==> src/rtl/key_led_ctrl.sv <==
`default_nettype none
// +--------------------------------------------------------------------------+
// | key_led_ctrl : N-channel key sync/debounce with press/release pulses and |
// |                follow/toggle LED drive.                      Rev 1.0     |
// +--------------------------------------------------------------------------+
module key_led_ctrl #(
  parameter int N_CH            = 4,
  parameter int DEBOUNCE_CYCLES = 500000,
  parameter bit KEY_ACTIVE_LOW  = 1'b1,
  parameter int CNT_W           = $clog2(DEBOUNCE_CYCLES)
) (
  input  logic            clk,
  input  logic            rst,
  input  logic [N_CH-1:0] key,
  input  logic [N_CH-1:0] mode,
  output logic [N_CH-1:0] led,
  output logic [N_CH-1:0] key_press,
  output logic [N_CH-1:0] key_release
);

  localparam logic             c_PIN_RELEASED = KEY_ACTIVE_LOW;
  localparam logic [CNT_W-1:0] c_CNT_MAX      = CNT_W'(DEBOUNCE_CYCLES - 1);

  for (genvar i = 0; i < N_CH; i++) begin : g_ch
    logic             s1_q, s2_q, stable_q, led_q, press_q, release_q;
    logic [CNT_W-1:0] cnt_q;
    logic             s1_d, s2_d, stable_d, led_d, press_d, release_d;
    logic [CNT_W-1:0] cnt_d;
    logic             pressed_lvl, accept;

    always_comb begin
      s1_d        = key[i];
      s2_d        = s1_q;
      // XOR with the released pin level yields 1 for pressed in either polarity
      pressed_lvl = s2_q ^ c_PIN_RELEASED;
      accept      = 1'b0;
      stable_d    = stable_q;
      cnt_d       = cnt_q;
      if (pressed_lvl == stable_q) begin
        cnt_d = '0;
      end else if (cnt_q == c_CNT_MAX) begin
        accept   = 1'b1;
        stable_d = pressed_lvl;
        cnt_d    = '0;
      end else begin
        cnt_d = cnt_q + 1'b1;
      end
      press_d   = accept & stable_d;
      release_d = accept & ~stable_d;
      if (mode[i]) begin
        led_d = press_d ? ~led_q : led_q;
      end else begin
        led_d = stable_d;
      end
    end

    always_ff @(posedge clk) begin
      if (rst) begin
        s1_q      <= c_PIN_RELEASED;
        s2_q      <= c_PIN_RELEASED;
        stable_q  <= 1'b0;
        cnt_q     <= '0;
        led_q     <= 1'b0;
        press_q   <= 1'b0;
        release_q <= 1'b0;
      end else begin
        s1_q      <= s1_d;
        s2_q      <= s2_d;
        stable_q  <= stable_d;
        cnt_q     <= cnt_d;
        led_q     <= led_d;
        press_q   <= press_d;
        release_q <= release_d;
      end
    end

    assign led[i]         = led_q;
    assign key_press[i]   = press_q;
    assign key_release[i] = release_q;
  end

endmodule
`default_nettype wire

==> config.mk <==
export PLATFORM = sky130hd
export DESIGN_NAME = key_led_ctrl
export DESIGN_NICKNAME = d
export VERILOG_FILES = /design/src/rtl/key_led_ctrl.sv
export SDC_FILE = /design/constraint.sdc
export NUM_CORES = 1
export LEC_CHECK = 0
export CAP_MARGIN = 25
export CORE_UTILIZATION = 58
export DETAILED_ROUTE_END_ITERATION = 10
export GPL_ROUTABILITY_DRIVEN = 0
export PLACE_DENSITY_LB_ADDON = 0.12
export SLEW_MARGIN = 30
export SYNTH_ARGS = -nofsm -noshare
export SYNTH_HDL_FRONTEND = slang
export SYNTH_SLANG_ARGS = --single-unit
==> constraint.sdc <==
create_clock -name clk -period 2 [get_ports clk]
set_input_delay 0.2 -clock clk [delete_from_list [all_inputs] [get_ports clk]]
set_output_delay 0.2 -clock clk [all_outputs]
set_load 0.01 [all_outputs]
==> reports/results.ini <==
[critical_path]
path_delay_family = simple AND/OR/NAND/NOR gates
cp_slowest_cell = or4_1
critPathBufInv = 0
setup.worst_path.class = flop to flop
path_max_fanout = 7
end_kind = flop
arrival_ps = 2140
critPathLaunchType = flop
slowest_delay_ps = 530
crit_chain = nand3_1 -> or3_1 -> or4_1 -> a21oi_1
crit_required_ps = 2290

[final_layout]
layout_commonest_cell = dfxtp_1
final-seq-area_sq_um = 2000
diodes = 0
area_growth_pct = 10.2
nNetsFinal = 558
multiInputGateArea_sq_um = 2380
fin_util_pct = 65.6
final_cell_mix = dfxtp_1, nor2_1, nand2_1
fillers = 667
drive_above_1_share_pct = 7.10
postLayoutCellArea_sq_um = 5050

[logic_synthesis]
syn_nets = 546
ys_warn_count = 0
synth_area_per_cell_sq_um = 8.61
ys_seq_elements = 100
synthCells = 532
ys_seq_area_share_pct = 43.7
syn_area_sq_um = 4580
synth.distinct_cells = 43

[timing]
rsz0062_at_grt = false
finalMaxSlewViolations = 0
period_needed_ps = 1850
skew_ps = 11.3
finalCritPeriodShare_pct = 92.4
fin_tns_setup_ps = 0
worst_pin_slew_ps = 536
whs_ps = 397
finalHoldViolations = 0
fmax_mhz = 541
relSlewSlack_pct = 64.0
setup_viol = 0

[pwr]
p_leak_uw = 0.00157
powerDensity_nw_per_um2 = 688
peakVddDrop_mv = 0.505
finalPower_uw = 3470

[place]
portBuffers = 21
dpl_cell_area_sq_um = 4820
hpwlAfterDp_um = 6170

[global_route]
antenna_found_initial = 0
grt_pass1_wl_um = 15800
grt_max_degree = 28
grt_overflow_total = 0
grt_usage_pct = 23.3
grt_pass1_vias = 3548

[drt]
wl_um = 8790
dr_wl_met3_um = 264
wl_met1_um = 4250
top_layer_used = met4
wl_per_cell_um = 13.5
firstDrtPassIters = 4
drtIter0Drc = 104
wl_met2_um = 4190
drc = 0
routed-via-count = 3733
drtAntennaViolNets = 0
vias_per_cell = 5.73

[cts]
post_cts_resized = 0
clock-root-buffer = clkbuf_8
cts_setup_buffers = 0
htreeDepth = 3
clk-insertion-delay-late_ps = 360
cts.sinks = 100
cts_buffers = 9
cts_tree = done
clkTransAtPathRegs_ps = 80
clockBufferDepth = 2
cts_hold_buf = 0

[floorplanning]
ios = 22
die_h_um = 90.8
core_sq_um = 7690
placementRows = 32
initial_core_util_pct = 59.6
die_w_um = 90.8
die_area_sq_um = 8250

[worst_hold_path]
min-delay-path-class = input port to flop

[job]
max_cap_viol_count = 0

[run_status]
status = finished clean

==> final cells by class <==
cell class,instances,share of cell area (%)
inverter,11,0.818
clock buffer,12,2.88
clock inverter,4,1.44
sequential,100,39.7
multi-input combinational,392,47.2
tap,102,2.53
timing repair buffer,30,5.50
==> worst paths after layout <==
check / from / to / slack, ps / depth (start not counted)
max: g_ch[0].cnt_q[2] / g_ch[0].cnt_q[15] / 150 / 4
min: key[3] / g_ch[3].s1_q / 400 / 2
max reg2reg: g_ch[0].cnt_q[2] / g_ch[0].cnt_q[15] / 150 / 4
min reg2reg: g_ch[1].s1_q / g_ch[1].s2_q / 420 / 1
==> report_power, final <==
part	total [uW]	internal (uW)	switching [uW]
Clock	1390	738	655
Sequential	2010	2000	7.47
Combinational	74.1	34.0	40.1
Total	3470	2770	703
==> synthesized netlist by cell type <==
cell type,n,area (sq um)
xor2_1,29,254
o31ai_1,11,82.6
o21ai_1,3,15.0
nand3_1,26,130
nor4b_1,6,52.6
inv_1,11,41.3
a21oi_1,29,145
o211ai_1,2,15.0
buf_4,13,97.6
and3_1,13,81.3
or2_1,1,6.26
o311ai_0,1,8.76
a41oi_1,2,17.5
and4b_1,1,10.0
nor2_1,58,218
a21o_1,1,7.51
o2111ai_1,1,8.76
clkbuf_1,9,33.8
nand2b_1,1,6.26
nand4_2,1,12.5
or4_1,10,75.1
nand4b_1,1,8.76
clkbuf_2,1,5.00
and4_1,10,87.6
nand2_1,40,150
o22ai_1,1,6.26
or3_1,19,119
mux2i_1,1,10.0
and2_1,5,31.3
nand4_1,21,131
xnor2_1,20,175
nor4bb_1,4,40.0
nor3_1,10,50.1
a221oi_1,2,17.5
o21ai_0,21,105
nor2b_1,3,18.8
or2_2,12,75.1
nor4_1,18,113
dfxtp_1,100,2000
o21bai_1,1,7.51
o221ai_1,3,26.3
buf_2,6,30.0
ha_1,4,50.1
==> state kept, by name, indices dropped and copies added (netlist names) <==
register        cells
g_ch.s2_q           4
g_ch.cnt_q         76
g_ch.stable_q       4
g_ch.release_q      4
g_ch.press_q        4
g_ch.led_q          4
g_ch.s1_q           4
==> per-layer routing <==
metal | vias up | global-route usage (%)
met5 | - | 0
met4 | 0 | 6.61
met3 | 6 | 5.30
met2 | 55 | 39.2
met1 | 1738 | 29.8
li1 | 1934 | -
==> through the flow <==
step                std cells  worst slack (ps)
floorplan                 532               178
global placement          635               186
detailed placement        635               114
CTS                       651              85.8
global route              651              24.1
finish                    651               152
==> logic make-up (layout without fill, tap and decap cells) <==
logic type	count (synthesis)	after routing	share of synthesized area, %
fa+ha+maj	4	4	1.09
flops	100	100	43.7
mux	1	1	0.219
compound gates	78	78	10.1
xor+xnor	49	49	9.37
simple gates	260	260	30.9
buf+inv	40	57	4.54
Power figures use the tool's default switching activity.
